<file path="src/rtl/div_seq_pkg.sv">
// div_seq_pkg: shared types and constants for the sequential divider.
//   div_state_e          - divider FSM state encoding
//   DIV_START / DIV_STOP - levels of the start request
//   DIV_RESULT_READY / DIV_RESULT_NOT_READY - levels of the ready flag
package div_seq_pkg;

    typedef enum logic [1:0] {
        DIV_FREE   = 2'b00,
        DIV_BYZERO = 2'b01,
        DIV_ON     = 2'b10,
        DIV_END    = 2'b11
    } div_state_e;

    localparam logic DIV_START            = 1'b1;
    localparam logic DIV_STOP             = 1'b0;
    localparam logic DIV_RESULT_READY     = 1'b1;
    localparam logic DIV_RESULT_NOT_READY = 1'b0;

endpackage

</file>
<file path="src/rtl/div_seq_step.sv">
// div_seq_step: one combinational radix-2 restoring division step.
//   rem_i      - current partial remainder (always < divisor_i)
//   next_bit_i - next dividend bit shifted into the remainder
//   divisor_i  - divisor magnitude (non-zero)
//   rem_o      - partial remainder after the step
//   qbit_o     - quotient bit produced by the step
module div_seq_step #(
    parameter int WIDTH = 32
) (
    input  logic [WIDTH-1:0] rem_i,
    input  logic             next_bit_i,
    input  logic [WIDTH-1:0] divisor_i,
    output logic [WIDTH-1:0] rem_o,
    output logic             qbit_o
);

    logic [WIDTH:0] shifted;
    logic [WIDTH:0] trial;

    // Because rem_i < divisor_i, the shifted value is below 2*divisor, so a
    // W+1-bit trial difference has its MSB set exactly when it went negative.
    assign shifted = {rem_i, next_bit_i};
    assign trial   = shifted - {1'b0, divisor_i};
    assign qbit_o  = ~trial[WIDTH];
    assign rem_o   = qbit_o ? trial[WIDTH-1:0] : shifted[WIDTH-1:0];

endmodule

</file>
<file path="src/rtl/div_seq.sv">
// div_seq: iterative radix-2 restoring divider for DIV/DIVU.
//   clk, rst           - clock, synchronous active-high reset
//   signed_div_i       - 1 = signed DIV, 0 = unsigned DIVU (sampled with start)
//   opdata1_i/2_i      - dividend / divisor (sampled with start)
//   start_i            - request, held until ready_o
//   annul_i            - cancel the in-flight division
//   result_o           - {remainder, quotient}
//   ready_o            - result_o valid
//   busy_o             - division in progress (BYZERO or ON)
module div_seq
    import div_seq_pkg::*;
#(
    parameter int WIDTH = 32
) (
    input  logic               clk,
    input  logic               rst,
    input  logic               signed_div_i,
    input  logic [WIDTH-1:0]   opdata1_i,
    input  logic [WIDTH-1:0]   opdata2_i,
    input  logic               start_i,
    input  logic               annul_i,
    output logic [2*WIDTH-1:0] result_o,
    output logic               ready_o,
    output logic               busy_o
);

    localparam int CNT_W = $clog2(WIDTH) + 1;

    function automatic logic [WIDTH-1:0] cond_neg(input logic neg, input logic [WIDTH-1:0] v);
        return neg ? ({WIDTH{1'b0}} - v) : v;
    endfunction

    div_state_e         state_q, state_d;
    logic [CNT_W-1:0]   cnt_q, cnt_d;
    logic [WIDTH-1:0]   rem_q, rem_d;
    logic [WIDTH-1:0]   quo_q, quo_d;       // dividend bits shift out the top, quotient bits in the bottom
    logic [WIDTH-1:0]   divisor_q, divisor_d;
    logic               neg_quo_q, neg_quo_d;
    logic               neg_rem_q, neg_rem_d;
    logic [2*WIDTH-1:0] result_q, result_d;
    logic               ready_q, ready_d;

    logic [WIDTH-1:0]   step_rem;
    logic               step_qbit;
    logic [WIDTH-1:0]   quo_next;

    div_seq_step #(.WIDTH(WIDTH)) u_step (
        .rem_i      (rem_q),
        .next_bit_i (quo_q[WIDTH-1]),
        .divisor_i  (divisor_q),
        .rem_o      (step_rem),
        .qbit_o     (step_qbit)
    );

    assign quo_next = {quo_q[WIDTH-2:0], step_qbit};

    always_comb begin
        state_d   = state_q;
        cnt_d     = cnt_q;
        rem_d     = rem_q;
        quo_d     = quo_q;
        divisor_d = divisor_q;
        neg_quo_d = neg_quo_q;
        neg_rem_d = neg_rem_q;
        result_d  = result_q;
        ready_d   = ready_q;
        case (state_q)
            DIV_FREE: begin
                ready_d = DIV_RESULT_NOT_READY;
                if (start_i == DIV_START && !annul_i) begin
                    // Work on magnitudes; the original signs drive the final correction.
                    neg_quo_d = signed_div_i & (opdata1_i[WIDTH-1] ^ opdata2_i[WIDTH-1]);
                    neg_rem_d = signed_div_i & opdata1_i[WIDTH-1];
                    quo_d     = cond_neg(signed_div_i & opdata1_i[WIDTH-1], opdata1_i);
                    divisor_d = cond_neg(signed_div_i & opdata2_i[WIDTH-1], opdata2_i);
                    rem_d     = '0;
                    cnt_d     = '0;
                    state_d   = (opdata2_i == '0) ? DIV_BYZERO : DIV_ON;
                end
            end
            DIV_BYZERO: begin
                if (annul_i) begin
                    state_d = DIV_FREE;
                end else begin
                    // Division by zero is defined to return all zeros.
                    result_d = '0;
                    ready_d  = DIV_RESULT_READY;
                    state_d  = DIV_END;
                end
            end
            DIV_ON: begin
                if (annul_i) begin
                    state_d = DIV_FREE;
                end else begin
                    rem_d = step_rem;
                    quo_d = quo_next;
                    cnt_d = cnt_q + CNT_W'(1);
                    if (cnt_q == CNT_W'(WIDTH - 1)) begin
                        result_d = {cond_neg(neg_rem_q, step_rem), cond_neg(neg_quo_q, quo_next)};
                        ready_d  = DIV_RESULT_READY;
                        state_d  = DIV_END;
                    end
                end
            end
            DIV_END: begin
                if (annul_i || start_i == DIV_STOP) begin
                    ready_d = DIV_RESULT_NOT_READY;
                    state_d = DIV_FREE;
                end
            end
            default: state_d = DIV_FREE;
        endcase
    end

    always_ff @(posedge clk) begin
        // Datapath registers carry no reset; they are always reloaded on start.
        rem_q     <= rem_d;
        quo_q     <= quo_d;
        divisor_q <= divisor_d;
        neg_quo_q <= neg_quo_d;
        neg_rem_q <= neg_rem_d;
        if (rst) begin
            state_q  <= DIV_FREE;
            cnt_q    <= '0;
            result_q <= '0;
            ready_q  <= DIV_RESULT_NOT_READY;
        end else begin
            state_q  <= state_d;
            cnt_q    <= cnt_d;
            result_q <= result_d;
            ready_q  <= ready_d;
        end
    end

    assign result_o = result_q;
    assign ready_o  = ready_q;
    assign busy_o   = (state_q == DIV_BYZERO) || (state_q == DIV_ON);

endmodule
</file>
<file path="config.mk">
export PLATFORM = sky130hd
export DESIGN_NAME = div_seq
export DESIGN_NICKNAME = d
export VERILOG_FILES = /design/src/rtl/div_seq_pkg.sv /design/src/rtl/div_seq_step.sv /design/src/rtl/div_seq.sv
export SDC_FILE = /design/constraint.sdc
export NUM_CORES = 1
export LEC_CHECK = 0
export CAP_MARGIN = 5
export CELL_PAD_IN_SITES_DETAIL_PLACEMENT = 2
export CELL_PAD_IN_SITES_GLOBAL_PLACEMENT = 2
export CORE_AREA = 2 2 185 187
export CTS_CLUSTER_DIAMETER = 60
export DETAILED_ROUTE_END_ITERATION = 16
export DIE_AREA = 0 0 187 189
export PLACE_DENSITY = 0.87
export RECOVER_POWER = 25
export SKIP_CTS_REPAIR_TIMING = 1
export SLEW_MARGIN = 25
export SYNTH_ARGS = -nofsm -noshare
export SYNTH_HDL_FRONTEND = slang
export SYNTH_SLANG_ARGS = --single-unit
</file>
<file path="constraint.sdc">
create_clock -name clk -period 5.9 [get_ports clk]
set_input_delay 1.18 -clock clk [delete_from_list [all_inputs] [get_ports clk]]
set_output_delay 1.18 -clock clk [all_outputs]
set_load 0.1 [all_outputs]
</file>
==> report_table.html, run 1 <==
<table>
<tr><th>Metric</th><th>Value</th></tr>
<tr><th colspan="2">Critical path</th></tr>
<tr><td>Kind of end point of the critical path</td><td>flop</td></tr>
<tr><td>Worst reg2reg path endpoint</td><td>result_o[56]</td></tr>
<tr><td>Launch instance of the worst register-to-register path</td><td>quo_q[31]</td></tr>
<tr><td>Critical path arrival</td><td>5220 ps</td></tr>
<tr><td>Peak per-stage delay on the critical path</td><td>490 ps</td></tr>
<tr><td>Number of cells on the critical path</td><td>18</td></tr>
<tr><td>Critical-path maximum fanout</td><td>16</td></tr>
<tr><td>WS Path Type</td><td>flop to flop</td></tr>
<tr><td>Buffers plus inverters on the worst setup path</td><td>3</td></tr>
<tr><td>Setup crit start</td><td>quo_q[31]</td></tr>
<tr><td>Critical path's slowest cell</td><td>edfxtp_1</td></tr>
<tr><td>Flop2flop setup slack</td><td>1030 ps</td></tr>
<tr><td>Family with the most delay on the worst path</td><td>compound AO/OA/AOI/OAI gates</td></tr>
<tr><td>Worst Path Required</td><td>6260 ps</td></tr>
<tr><td>Ordered cell list for the critical path</td><td>inv_1, ha_1, fa_1, nand2b_2, a211oi_4, o21ai_2, o21ai_4, a31oi_4, xnor2_4, inv_2, nor2_1, a21oi_1, ha_1, inv_1, a211o_1, o41ai_2, xnor2_1, a22o_1</td></tr>
<tr><td>Kind of launch point of the worst setup path</td><td>flop</td></tr>
<tr><td>Reg2reg path depth</td><td>18</td></tr>
<tr><th colspan="2">Routing</th></tr>
<tr><td>Remaining routing DRC violations</td><td>0</td></tr>
<tr><td>Initial DRC Count</td><td>702</td></tr>
<tr><td>Vias per cell</td><td>5.69</td></tr>
<tr><td>Routed length on met1</td><td>18.2 mm</td></tr>
<tr><td>Highest routed layer</td><td>met4</td></tr>
<tr><td>Routed wire length on met3</td><td>1.16 mm</td></tr>
<tr><td>Detail Route met2 WL</td><td>22.5 mm</td></tr>
<tr><td>DRT antenna net count</td><td>0</td></tr>
<tr><td>Average detailed-routed wire length per instance</td><td>22.7 um</td></tr>
<tr><td>Drt first pass iters</td><td>5</td></tr>
<tr><td>Vias</td><td>10.9k</td></tr>
<tr><td>Total routed wirelength</td><td>43.6 mm</td></tr>
<tr><th colspan="2">Floorplanning</th></tr>
<tr><td>Num rows</td><td>67</td></tr>
<tr><td>Placeable core area</td><td>0.0333 sq mm</td></tr>
<tr><td>Initial standard-cell utilization of the core</td><td>34.8%</td></tr>
<tr><td>Total I/O pin count</td><td>135</td></tr>
<tr><td>Full die area</td><td>0.0353 sq mm</td></tr>
<tr><td>Die Y-Extent</td><td>189 um</td></tr>
<tr><td>Overall die width</td><td>187 um</td></tr>
<tr><th colspan="2">STA</th></tr>
<tr><td>Maximum clock skew at final layout</td><td>16.2 ps</td></tr>
<tr><td>Final setup violation count</td><td>0</td></tr>
<tr><td>Final-report max-slew violation count</td><td>66</td></tr>
<tr><td>RSZ-0062 raised after global routing</td><td>false</td></tr>
<tr><td>Fin crit period</td><td>4870 ps</td></tr>
<tr><td>Final Cycle Share</td><td>82.5%</td></tr>
<tr><td>Slew of the pin with the lowest slew margin</td><td>2680 ps</td></tr>
<tr><td>Worst hold-check slack</td><td>462 ps</td></tr>
<tr><td>Worst max-slew margin expressed relative to the limit</td><td>-79.1%</td></tr>
<tr><td>Fmax</td><td>205 MHz</td></tr>
<tr><td>Aggregate negative setup slack</td><td>0 ps</td></tr>
<tr><td>Worst setup margin</td><td>1030 ps</td></tr>
<tr><td>Number of hold violations in the final report</td><td>0</td></tr>
<tr><th colspan="2">Job</th></tr>
<tr><td>Max-cap viol count</td><td>2</td></tr>
<tr><th colspan="2">Logic synthesis</th></tr>
<tr><td>Seq/Total Area, Yosys</td><td>38.1%</td></tr>
<tr><td>Ranking of synthesized cells by area</td><td>edfxtp_1, dfxtp_1, xnor2_1</td></tr>
<tr><td>Top cells by count, synth</td><td>nand2_1, nor2_1, o21ai_0, edfxtp_1, xnor2_1</td></tr>
<tr><td>Prevailing post-synth register cell</td><td>edfxtp_1</td></tr>
<tr><td>Number of enable-type register cells in the synthesized netlist</td><td>98</td></tr>
<tr><td>Synth async-reset ratio</td><td>0%</td></tr>
<tr><td>YS warnings</td><td>0</td></tr>
<tr><td>Syn_nets</td><td>1,466</td></tr>
<tr><td>Number of storage elements in the synthesis netlist</td><td>171</td></tr>
<tr><td>Proportion of netlist area held by the largest area contributor</td><td>25.4%</td></tr>
<tr><td>Avg Inst Size Synth</td><td>8.54 sq um</td></tr>
<tr><td>Most common cell in the synthesized netlist</td><td>nand2_1</td></tr>
<tr><td>Post-Syn Instances</td><td>1,354</td></tr>
<tr><td>Post-synth top area cell</td><td>edfxtp_1</td></tr>
<tr><td>Netlist Area Pre-Place</td><td>0.0116 sq mm</td></tr>
<tr><td>Unique masters post-synth</td><td>79</td></tr>
<tr><th colspan="2">Final layout</th></tr>
<tr><td>Layout-stage area growth over the synthesis result</td><td>20.2%</td></tr>
<tr><td>Share of post-route cells with drive strength above 1</td><td>5.24%</td></tr>
<tr><td>Final non-filler cell total</td><td>1,918</td></tr>
<tr><td># diodes</td><td>0</td></tr>
<tr><td>Layout Utilization</td><td>41.8%</td></tr>
<tr><td>Post-layout net count</td><td>1,569</td></tr>
<tr><td>Final non-filler cell area</td><td>0.0139 sq mm</td></tr>
<tr><th colspan="2">Min path</th></tr>
<tr><td>Hold Crit Endpoint</td><td>result_o[7]</td></tr>
<tr><td>Min-Delay Path Class</td><td>flop to flop</td></tr>
<tr><td>Hold Path Stages</td><td>2</td></tr>
<tr><td>Hold Crit Start</td><td>result_o[7]</td></tr>
<tr><th colspan="2">Pwr</th></tr>
<tr><td>Worst vdd rail ir drop</td><td>286 uV</td></tr>
<tr><td>NetSw</td><td>2.73 mW</td></tr>
<tr><td>Total power of the final layout</td><td>5.78 mW</td></tr>
<tr><td>Power share of the combinational group</td><td>50.6%</td></tr>
<tr><td>Clock power share</td><td>19.8%</td></tr>
<tr><td>Leak Pwr</td><td>4.93 nW</td></tr>
<tr><td>Switching share of total power</td><td>47.2%</td></tr>
<tr><td>Pwr per Cell Area</td><td>415 mW/mm^2</td></tr>
<tr><td>Share of power burned in registers</td><td>29.6%</td></tr>
<tr><td>Internal</td><td>3.05 mW</td></tr>
<tr><th colspan="2">Clock tree</th></tr>
<tr><td>TritonCTS clock tree</td><td>yes</td></tr>
<tr><td>Clock edge transition at the registers on the reported setup and hold paths</td><td>80 ps</td></tr>
<tr><td>Clock net sink count</td><td>171</td></tr>
<tr><td>Largest buffer count on any clock path</td><td>2</td></tr>
<tr><td>Root Buffer</td><td>clkbuf_16</td></tr>
<tr><td>Clock latency at the later pin of the worst-skew pair</td><td>460 ps</td></tr>
<tr><td>Number of buffers inserted during clock tree synthesis</td><td>17</td></tr>
<tr><td>CTS HTree Levels</td><td>4</td></tr>
<tr><th colspan="2">Placed design</th></tr>
<tr><td>Pre-CTS setup slack</td><td>1140 ps</td></tr>
<tr><td>Dpl cells</td><td>1,884</td></tr>
<tr><td>Input/output buffers</td><td>134</td></tr>
<tr><td>Half-perimeter wire length after placement</td><td>31.4 mm</td></tr>
<tr><td>RD Place Congestion</td><td>0.901</td></tr>
<tr><td>Dpl cell area</td><td>0.0133 sq mm</td></tr>
<tr><th colspan="2">Global routing</th></tr>
<tr><td>GRT Residual Overflow</td><td>0</td></tr>
<tr><td>Maximum number of pins on one net before global-route repair</td><td>72</td></tr>
<tr><td>Number of global-route vias before repair</td><td>12.1k</td></tr>
<tr><td>Wire length of the first global-routing pass</td><td>69.0 mm</td></tr>
<tr><td>Initial antenna violation count</td><td>0</td></tr>
<tr><td>Overall track demand over capacity in global routing</td><td>24.7%</td></tr>
<tr><th colspan="2">Outcome</th></tr>
<tr><td>Result of the run</td><td>finished with violations</td></tr>
<tr><td>Failing checks</td><td>capacitance limit, slew limit</td></tr>
</table>
## state kept, by name (all words and copies together) (netlist names)
| name | flops |
|---|---|
| neg_rem_q | 1 |
| quo_q | 32 |
| rem_q | 32 |
| cnt_q | 6 |
| result_o | 64 |
| neg_quo_q | 1 |
| divisor_q | 32 |
| ready_o | 1 |
| state_q | 2 |
## power groups by stage
stage          Clock, mW  Sequential (mW)  Combinational, mW
2_1_floorplan          0             1.68               1.99
3_3_place_gp           0             1.72               2.68
3_5_place_dp           0             1.73               2.81
4_1_cts             1.16             1.71               2.90
5_1_grt             1.20             1.73               3.19
6_report            1.14             1.71               2.92
## logic make-up after synthesis
kind of cell             count (synthesis)  synth area share [%]
AO/OA/AOI/OAI                          358                  19.7
multiplexers                            36                  3.24
XOR/XNOR                               138                  10.6
adder cells (fa/ha/maj)                 43                  4.72
flip-flops                             171                  38.1
AND/OR/NAND/NOR                        478                  19.3
buffers and inverters                  130                  4.38
## layer usage
metal,global-route usage (%),up-vias
met5,0,-
met4,10.2,0
met3,3.04,102
met2,45.7,242
met1,28.8,5509
li1,-,5057
## worst max-delay path by stage
stage	to	slack [ps]
4_1_cts	result_o[62]	1110
3_3_place_gp	quo_q[29]	1280
3_5_place_dp	quo_q[29]	1140
5_1_grt	result_o[62]	820
6_report	result_o[56]	1030
2_1_floorplan	cnt_q[5]	750
## layout make-up
class,instances,area [sq um]
sequential,171,4400
clock buffer,18,429
tap,448,561
timing repair buffer,148,1450
fill,3695,19400
multi-input combinational,1053,6660
inverter,66,248
clock inverter,14,150
## worst reg2reg max path, delay by kind of cell (launching register included)
kind,cells,cell delay [ps]
compound gates,8,2200
xor+xnor,2,270
fa+ha+maj,3,960
buf+inv,3,520
flops,1,490
simple gates,2,320
## cell usage in the layout (no fill, tap or decap), types with 17 or more instances in the layout
master and n:
mux2i_1 29, a21oi_1 76, ha_1 42, xnor2_1 79, clkbuf_16 17, nor3_1 34
o21ai_0 116, a22oi_1 32, nor2_1 147, inv_1 64, nand2_1 158, xor2_1 58
o31ai_1 24, edfxtp_1 98, dfxtp_1 73, clkdlybuf4s50_1 130, nand3_1 21
Note: power is estimated with default switching activity, not from simulation.
==> run 2: changes to the inputs <==
--- a/config.mk
+++ b/config.mk
@@ -8,11 +8,11 @@
 export CAP_MARGIN = 5
 export CELL_PAD_IN_SITES_DETAIL_PLACEMENT = 2
 export CELL_PAD_IN_SITES_GLOBAL_PLACEMENT = 2
-export CORE_AREA = 2 2 185 187
+export CORE_AREA = 2 2 197 199
 export CTS_CLUSTER_DIAMETER = 60
 export DETAILED_ROUTE_END_ITERATION = 16
-export DIE_AREA = 0 0 187 189
-export PLACE_DENSITY = 0.87
+export DIE_AREA = 0 0 199 201
+export PLACE_DENSITY = 0.82
 export RECOVER_POWER = 25
 export SKIP_CTS_REPAIR_TIMING = 1
 export SLEW_MARGIN = 25
==> constraint.sdc (replaced) <==
create_clock -name clk -period 3.94 [get_ports clk]
set_input_delay 0.788 -clock clk [delete_from_list [all_inputs] [get_ports clk]]
set_output_delay 0.788 -clock clk [all_outputs]
set_load 0.1 [all_outputs]
==> report_table.html, run 2 (synthesis gave the netlist of run 1 again) <==
<table>
<tr><th>Metric</th><th>Value</th></tr>
<tr><th colspan="2">Critical path</th></tr>
<tr><td>Critical-path maximum fanout</td><td>6</td></tr>
<tr><td>Worst Path Required</td><td>4280 ps</td></tr>
<tr><td>Kind of end point of the critical path</td><td>flop</td></tr>
<tr><td>Critical path arrival</td><td>4310 ps</td></tr>
<tr><td>Kind of launch point of the worst setup path</td><td>flop</td></tr>
<tr><td>WS Path Type</td><td>flop to flop</td></tr>
<tr><th colspan="2">Pwr</th></tr>
<tr><td>Switching share of total power</td><td>46.9%</td></tr>
<tr><td>Total power of the final layout</td><td>9.99 mW</td></tr>
<tr><td>NetSw</td><td>4.68 mW</td></tr>
<tr><td>Leak Pwr</td><td>5.54 nW</td></tr>
<tr><td>Internal</td><td>5.31 mW</td></tr>
<tr><td>Worst vdd rail ir drop</td><td>422 uV</td></tr>
<tr><td>Pwr per Cell Area</td><td>658 mW/mm^2</td></tr>
<tr><td>Power share of the combinational group</td><td>55.7%</td></tr>
<tr><td>Clock power share</td><td>18.4%</td></tr>
<tr><td>Share of power burned in registers</td><td>25.8%</td></tr>
<tr><th colspan="2">Clock tree</th></tr>
<tr><td>Clock latency at the later pin of the worst-skew pair</td><td>480 ps</td></tr>
<tr><td>TritonCTS clock tree</td><td>yes</td></tr>
<tr><td>CTS HTree Levels</td><td>4</td></tr>
<tr><td>Clock net sink count</td><td>171</td></tr>
<tr><td>Largest buffer count on any clock path</td><td>2</td></tr>
<tr><td>Number of buffers inserted during clock tree synthesis</td><td>17</td></tr>
<tr><td>Clock edge transition at the registers on the reported setup and hold paths</td><td>70 ps</td></tr>
<tr><td>Root Buffer</td><td>clkbuf_16</td></tr>
<tr><th colspan="2">Routing</th></tr>
<tr><td>Total routed wirelength</td><td>50.9 mm</td></tr>
<tr><td>Average detailed-routed wire length per instance</td><td>24.3 um</td></tr>
<tr><td>Vias</td><td>11.7k</td></tr>
<tr><td>Remaining routing DRC violations</td><td>0</td></tr>
<tr><td>Vias per cell</td><td>5.56</td></tr>
<tr><td>DRT antenna net count</td><td>0</td></tr>
<tr><td>Drt first pass iters</td><td>5</td></tr>
<tr><td>Initial DRC Count</td><td>654</td></tr>
<tr><th colspan="2">Placed design</th></tr>
<tr><td>RD Place Congestion</td><td>0.878</td></tr>
<tr><td>Pre-CTS setup slack</td><td>-173 ps</td></tr>
<tr><td>Input/output buffers</td><td>134</td></tr>
<tr><td>Dpl cells</td><td>2,037</td></tr>
<tr><td>Half-perimeter wire length after placement</td><td>35.1 mm</td></tr>
<tr><th colspan="2">Global routing</th></tr>
<tr><td>Met3 demand-to-capacity share in global routing</td><td>2.77%</td></tr>
<tr><td>Maximum number of pins on one net before global-route repair</td><td>72</td></tr>
<tr><td>Wire length of the first global-routing pass</td><td>72.2 mm</td></tr>
<tr><td>M1 GR Usage</td><td>28.2%</td></tr>
<tr><td>Number of global-route vias before repair</td><td>12.5k</td></tr>
<tr><td>Overall track demand over capacity in global routing</td><td>23.6%</td></tr>
<tr><td>Fraction of met2 tracks used by global routing</td><td>42.8%</td></tr>
<tr><td>GRT Residual Overflow</td><td>0</td></tr>
<tr><td>Initial antenna violation count</td><td>1</td></tr>
<tr><td>Layer carrying the most global-route usage</td><td>met2</td></tr>
<tr><th colspan="2">STA</th></tr>
<tr><td>Final-report max-slew violation count</td><td>36</td></tr>
<tr><td>Aggregate negative setup slack</td><td>-27.7 ps</td></tr>
<tr><td>Final setup violation count</td><td>2</td></tr>
<tr><td>Fin crit period</td><td>3970 ps</td></tr>
<tr><td>Number of hold violations in the final report</td><td>0</td></tr>
<tr><td>Worst setup margin</td><td>-26.8 ps</td></tr>
<tr><td>RSZ-0062 raised after global routing</td><td>true</td></tr>
<tr><td>Slew of the pin with the lowest slew margin</td><td>2180 ps</td></tr>
<tr><td>Final Cycle Share</td><td>101%</td></tr>
<tr><td>Maximum clock skew at final layout</td><td>22.0 ps</td></tr>
<tr><td>Worst max-slew margin expressed relative to the limit</td><td>-45.5%</td></tr>
<tr><td>Fmax</td><td>252 MHz</td></tr>
<tr><th colspan="2">Floorplanning</th></tr>
<tr><td>Total I/O pin count</td><td>135</td></tr>
<tr><td>Die Y-Extent</td><td>201 um</td></tr>
<tr><td>Initial standard-cell utilization of the core</td><td>30.4%</td></tr>
<tr><td>Overall die width</td><td>199 um</td></tr>
<tr><td>Placeable core area</td><td>0.0381 sq mm</td></tr>
<tr><td>Full die area</td><td>0.0400 sq mm</td></tr>
<tr><td>Num rows</td><td>72</td></tr>
<tr><th colspan="2">Final layout</th></tr>
<tr><td>Layout Utilization</td><td>39.8%</td></tr>
<tr><td>Number of flip-flops in the largest register</td><td>64</td></tr>
<tr><td>Final non-filler cell total</td><td>2,096</td></tr>
<tr><td>Post-layout net count</td><td>1,676</td></tr>
<tr><td>Layout-stage area growth over the synthesis result</td><td>31.2%</td></tr>
<tr><td>Most common library cell in the layout ignoring fill and taps</td><td>nand2_1</td></tr>
<tr><td>Share of post-route cells with drive strength above 1</td><td>14.6%</td></tr>
<tr><td>Number of fillers in the final layout</td><td>4,195</td></tr>
<tr><td>Highest-count cells in the layout ignoring fill and taps</td><td>nand2_1, nor2_1, clkdlybuf4s50_1</td></tr>
<tr><th colspan="2">Outcome</th></tr>
<tr><td>Result of the run</td><td>finished with violations</td></tr>
<tr><td>Failing checks</td><td>capacitance limit, slew limit, setup timing</td></tr>
<tr><th colspan="2">Job</th></tr>
<tr><td>Max-cap viol count</td><td>1</td></tr>
<tr><th colspan="2">Min path</th></tr>
<tr><td>Min-Delay Path Class</td><td>flop to flop</td></tr>
</table>
## run 2: power by group through the flow
| stage | Sequential (mW) | Combinational (mW) | Clock (mW) |
|---|---|---|---|
| detailed placement | 2.60 | 4.79 | 0 |
| global route | 2.59 | 5.93 | 1.92 |
| finish | 2.58 | 5.57 | 1.84 |
| global placement | 2.57 | 4.54 | 0 |
| floorplan | 2.50 | 3.03 | 0 |
| CTS | 2.57 | 4.88 | 1.83 |
## run 2: critical path, cell delays in order (launching register included)
cell and delay, ps:
edfxtp_1 470, ha_1 360, a21oi_1 240, o21ai_0 260, a211oi_2 320, o21ai_2 150
a31oi_4 230, xnor2_4 140, inv_4 150, buf_6 140, nand4_1 140, nand3b_1 400
o31ai_1 430, xor2_1 270, o21ai_0 140
## run 2: worst paths after layout
path	startpoint	to	slack, ps	depth (start not counted)
worst max register to register	rem_q[24]	result_o[25]	-30	14
worst min-delay path	result_o[13]	result_o[13]	470	2
worst max-delay path	rem_q[24]	result_o[25]	-30	14
worst min register to register	result_o[13]	result_o[13]	470	2
## run 2: final cells by class
| type | count | area, sq um | share of cell area (%) |
|---|---|---|---|
| tap | 518 | 648 | 4.27 |
| multi-input combinational | 1053 | 6970 | 45.9 |
| inverter | 66 | 255 | 1.68 |
| clock buffer | 17 | 425 | 2.80 |
| clock inverter | 15 | 161 | 1.06 |
| timing repair inverter | 1 | 6.26 | 0.0412 |
| sequential | 171 | 4400 | 29.0 |
| timing repair buffer | 254 | 2300 | 15.2 |
| antenna | 1 | 2.50 | 0.0165 |
## run 2: per-stage QoR
step | instance area, sq um | hold WS (ps)
finish | 15200 | 473
global route | 15200 | 500
CTS | 14700 | 483
detailed placement | 14100 | 450
global placement | 14100 | 440
floorplan | 11600 | 462
## run 2: layer usage
metal | wire, um | vias up
li1 | - | 5283
met1 | 20800 | 5940
met2 | 26300 | 315
met3 | 1640 | 119
met4 | 2250 | 0
met5 | 0 | -
==> run 3: changes to the inputs <==
--- a/config.mk
+++ b/config.mk
@@ -5,15 +5,18 @@
 export SDC_FILE = /design/constraint.sdc
 export NUM_CORES = 1
 export LEC_CHECK = 0
+export ABC_AREA = 1
+export ABC_CLOCK_PERIOD_IN_PS = 3940
 export CAP_MARGIN = 5
 export CELL_PAD_IN_SITES_DETAIL_PLACEMENT = 2
 export CELL_PAD_IN_SITES_GLOBAL_PLACEMENT = 2
-export CORE_AREA = 2 2 197 199
+export CORE_AREA = 2 2 212 214
 export CTS_CLUSTER_DIAMETER = 60
 export DETAILED_ROUTE_END_ITERATION = 16
-export DIE_AREA = 0 0 199 201
-export PLACE_DENSITY = 0.82
+export DIE_AREA = 0 0 214 216
+export PLACE_DENSITY = 0.83
 export RECOVER_POWER = 25
+export REMOVE_ABC_BUFFERS = 1
 export SKIP_CTS_REPAIR_TIMING = 1
 export SLEW_MARGIN = 25
 export SYNTH_ARGS = -nofsm -noshare
==> report_table.html, run 3 <==
<table>
<tr><th>Metric</th><th>Value</th></tr>
<tr><th colspan="2">Floorplanning</th></tr>
<tr><td>Total I/O pin count</td><td>135</td></tr>
<tr><td>Full die area</td><td>0.0462 sq mm</td></tr>
<tr><td>Initial standard-cell utilization of the core</td><td>28.7%</td></tr>
<tr><td>Overall die width</td><td>214 um</td></tr>
<tr><td>Die Y-Extent</td><td>216 um</td></tr>
<tr><td>Num rows</td><td>77</td></tr>
<tr><td>Placeable core area</td><td>0.0438 sq mm</td></tr>
<tr><th colspan="2">Logic synthesis</th></tr>
<tr><td>Avg Inst Size Synth</td><td>6.75 sq um</td></tr>
<tr><td>Prevailing post-synth register cell</td><td>edfxtp_1</td></tr>
<tr><td>Most common cell in the synthesized netlist</td><td>nand2_1</td></tr>
<tr><td>Synth async-reset ratio</td><td>0%</td></tr>
<tr><td>Post-Syn Instances</td><td>1,866</td></tr>
<tr><td>Ranking of synthesized cells by area</td><td>edfxtp_1, nand2_1, dfxtp_1</td></tr>
<tr><td>Main combinational cell family by area after synthesis</td><td>simple AND/OR/NAND/NOR gates</td></tr>
<tr><td>Number of storage elements in the synthesis netlist</td><td>171</td></tr>
<tr><td>Netlist Area Pre-Place</td><td>0.0126 sq mm</td></tr>
<tr><td>Compound-cell area share of the yosys netlist</td><td>12.3%</td></tr>
<tr><td>Post-synthesis share of cell area spent on and, or, nand and nor gates</td><td>34.9%</td></tr>
<tr><td>Unique masters post-synth</td><td>49</td></tr>
<tr><td>Proportion of netlist area held by the largest area contributor</td><td>23.4%</td></tr>
<tr><td>Multiplexer share of the synthesized area</td><td>0%</td></tr>
<tr><td>Number of enable-type register cells in the synthesized netlist</td><td>98</td></tr>
<tr><td>Post-synth top area cell</td><td>edfxtp_1</td></tr>
<tr><td>Synth Area in XOR/XNOR</td><td>4.04%</td></tr>
<tr><td>Seq/Total Area, Yosys</td><td>35.0%</td></tr>
<tr><td>YS warnings</td><td>0</td></tr>
<tr><td>Top cells by count, synth</td><td>nand2_1, inv_1, nor2_1, a21oi_1, nand3_1</td></tr>
<tr><td>Adder and majority gate portion of the synthesized area</td><td>4.33%</td></tr>
<tr><th colspan="2">STA</th></tr>
<tr><td>Maximum clock skew at final layout</td><td>20.6 ps</td></tr>
<tr><td>Worst setup margin</td><td>-99.4 ps</td></tr>
<tr><td>Number of hold violations in the final report</td><td>0</td></tr>
<tr><td>Aggregate negative setup slack</td><td>-355 ps</td></tr>
<tr><td>Final-report max-slew violation count</td><td>62</td></tr>
<tr><td>Fin crit period</td><td>4040 ps</td></tr>
<tr><td>Final setup violation count</td><td>5</td></tr>
<tr><td>Slew of the pin with the lowest slew margin</td><td>2200 ps</td></tr>
<tr><td>Worst max-slew margin expressed relative to the limit</td><td>-46.6%</td></tr>
<tr><td>Final Cycle Share</td><td>103%</td></tr>
<tr><td>Fmax</td><td>248 MHz</td></tr>
<tr><td>RSZ-0062 raised after global routing</td><td>true</td></tr>
<tr><th colspan="2">Placed design</th></tr>
<tr><td>Dpl cells</td><td>2,667</td></tr>
<tr><td>Input/output buffers</td><td>134</td></tr>
<tr><td>Half-perimeter wire length after placement</td><td>42.4 mm</td></tr>
<tr><td>RD Place Congestion</td><td>0.883</td></tr>
<tr><td>Dpl cell area</td><td>0.0154 sq mm</td></tr>
<tr><th colspan="2">Final layout</th></tr>
<tr><td>Final non-filler cell total</td><td>2,715</td></tr>
<tr><td>Final non-filler cell area</td><td>0.0164 sq mm</td></tr>
<tr><td>Share of post-route cells with drive strength above 1</td><td>14.5%</td></tr>
<tr><td>Most common library cell in the layout ignoring fill and taps</td><td>nand2_1</td></tr>
<tr><td>Highest-count cells in the layout ignoring fill and taps</td><td>nand2_1, inv_1, nor2_1</td></tr>
<tr><td># diodes</td><td>0</td></tr>
<tr><td>Post-layout net count</td><td>2,222</td></tr>
<tr><td>Number of flip-flops in the largest register</td><td>64</td></tr>
<tr><td>Layout-stage area growth over the synthesis result</td><td>30.6%</td></tr>
<tr><th colspan="2">Routing</th></tr>
<tr><td>Total routed wirelength</td><td>55.6 mm</td></tr>
<tr><td>Routed length on met1</td><td>23.1 mm</td></tr>
<tr><td>DRT antenna net count</td><td>0</td></tr>
<tr><td>Highest routed layer</td><td>met4</td></tr>
<tr><td>Average detailed-routed wire length per instance</td><td>20.5 um</td></tr>
<tr><td>Initial DRC Count</td><td>718</td></tr>
<tr><td>Remaining routing DRC violations</td><td>0</td></tr>
<tr><td>Drt first pass iters</td><td>4</td></tr>
<tr><td>Routed wire length on met3</td><td>1.21 mm</td></tr>
<tr><td>Vias</td><td>13.7k</td></tr>
<tr><td>Detail Route met2 WL</td><td>29.1 mm</td></tr>
<tr><td>Vias per cell</td><td>5.06</td></tr>
<tr><th colspan="2">Clock tree</th></tr>
<tr><td>Root Buffer</td><td>clkbuf_16</td></tr>
<tr><td>TritonCTS clock tree</td><td>yes</td></tr>
<tr><td>Largest buffer count on any clock path</td><td>2</td></tr>
<tr><td>Clock edge transition at the registers on the reported setup and hold paths</td><td>90 ps</td></tr>
<tr><td>CTS HTree Levels</td><td>4</td></tr>
<tr><td>Number of buffers inserted during clock tree synthesis</td><td>17</td></tr>
<tr><td>Clock net sink count</td><td>171</td></tr>
<tr><td>Clock latency at the later pin of the worst-skew pair</td><td>490 ps</td></tr>
<tr><th colspan="2">Global routing</th></tr>
<tr><td>Overall track demand over capacity in global routing</td><td>23.5%</td></tr>
<tr><td>Initial antenna violation count</td><td>2</td></tr>
<tr><td>Maximum number of pins on one net before global-route repair</td><td>65</td></tr>
<tr><td>Number of global-route vias before repair</td><td>15.4k</td></tr>
<tr><td>Wire length of the first global-routing pass</td><td>85.3 mm</td></tr>
<tr><td>GRT Residual Overflow</td><td>0</td></tr>
<tr><th colspan="2">Critical path</th></tr>
<tr><td>Family with the most delay on the worst path</td><td>simple AND/OR/NAND/NOR gates</td></tr>
<tr><td>Peak per-stage delay on the critical path</td><td>420 ps</td></tr>
<tr><td>Worst Path Required</td><td>4350 ps</td></tr>
<tr><td>Kind of end point of the critical path</td><td>flop</td></tr>
<tr><td>Kind of launch point of the worst setup path</td><td>flop</td></tr>
<tr><td>WS Path Type</td><td>flop to flop</td></tr>
<tr><td>Critical path arrival</td><td>4450 ps</td></tr>
<tr><td>Critical path's slowest cell</td><td>edfxtp_1</td></tr>
<tr><td>Buffers plus inverters on the worst setup path</td><td>3</td></tr>
<tr><td>Critical-path maximum fanout</td><td>4</td></tr>
<tr><th colspan="2">Pwr</th></tr>
<tr><td>NetSw</td><td>8.94 mW</td></tr>
<tr><td>Pwr per Cell Area</td><td>967 mW/mm^2</td></tr>
<tr><td>Internal</td><td>6.94 mW</td></tr>
<tr><td>Worst vdd rail ir drop</td><td>542 uV</td></tr>
<tr><td>Clock power share</td><td>11.8%</td></tr>
<tr><td>Total power of the final layout</td><td>15.9 mW</td></tr>
<tr><td>Power share of the combinational group</td><td>67.7%</td></tr>
<tr><td>Share of power burned in registers</td><td>20.6%</td></tr>
<tr><td>Switching share of total power</td><td>56.3%</td></tr>
<tr><td>Leak Pwr</td><td>7.14 nW</td></tr>
<tr><th colspan="2">Job</th></tr>
<tr><td>Max-cap viol count</td><td>2</td></tr>
<tr><th colspan="2">Outcome</th></tr>
<tr><td>Result of the run</td><td>finished with violations</td></tr>
<tr><td>Failing checks</td><td>capacitance limit, slew limit, setup timing</td></tr>
<tr><th colspan="2">Min path</th></tr>
<tr><td>Min-Delay Path Class</td><td>flop to flop</td></tr>
</table>
==> run 3: cell types whose count changed in the layout (fill, tap and decap cells not counted), moves of 15 or more <==
cell and change:
xor2_1 -25, nand3_1 +106, a22oi_1 -30, nor2_1 +44, nand2_2 +35, a21oi_1 +74
buf_4 +28, inv_1 +166, mux2i_1 -26, nand2_1 +385, o21ai_0 -19, xnor2_1 -50
o31ai_1 -15
==> run 3: worst paths after layout <==
| kind | end | slack [ps] | cells after the start | startpoint |
|---|---|---|---|---|
| setup reg to reg | result_o[30] | -100 | 27 | divisor_q[0] |
| hold / removal | ready_o | 460 | 2 | ready_o |
| setup / recovery | result_o[30] | -100 | 27 | divisor_q[0] |
| hold reg to reg | ready_o | 460 | 2 | ready_o |
==> run 3: layer usage <==
metal  vias to the layer above  GRT usage [%]
met5                         -              0
met4                         0           10.3
met3                        96           2.41
met2                       222           44.0
met1                      6896           27.0
li1                       6520              -
==> run 3: tightest hold or removal path, cell delays in order, from the launching register on <==
cell and delay (ps):
dfxtp_1 320, inv_1 50, a21oi_1 50
==> run 3: cell type report <==
| class | count | area, sq um |
|---|---|---|
| Clock inverter | 15 | 198 |
| Multi-Input combinational cell | 1401 | 7330 |
| Fill cell | 5228 | 27400 |
| Timing Repair Buffer | 275 | 2420 |
| Inverter | 244 | 918 |
| Clock buffer | 17 | 425 |
| Tap cell | 592 | 741 |
| Sequential cell | 171 | 4400 |
==> run 3: logic make-up (layout without fill, tap and decap cells) <==
group                    count (synthesis)  after routing
AO/OA/AOI/OAI                          289            289
XOR/XNOR                                58             58
adder cells (fa/ha/maj)                 43             43
buffers and inverters                  294            551
flip-flops                             171            171
AND/OR/NAND/NOR                       1011           1011
==> run 3: power groups by stage <==
stage,combinational (mW),clock (mW),sequential [mW]
final,10.7,1.87,3.27
after global routing,11.7,1.96,3.32
after CTS,10.4,1.90,3.19
after detailed placement,10.3,0,3.22
after global placement,9.80,0,3.17
after floorplan,5.39,0,4.14
==> run 3: through the flow <==
stage	worst slack [ps]	util [%]	hold slack (ps)
after global placement	-181	35.1	436
after CTS	-531	36.5	460
after floorplan	-81.3	-	447
final	-99.4	37.5	458
after global routing	-293	37.5	485
after detailed placement	-478	35.1	446
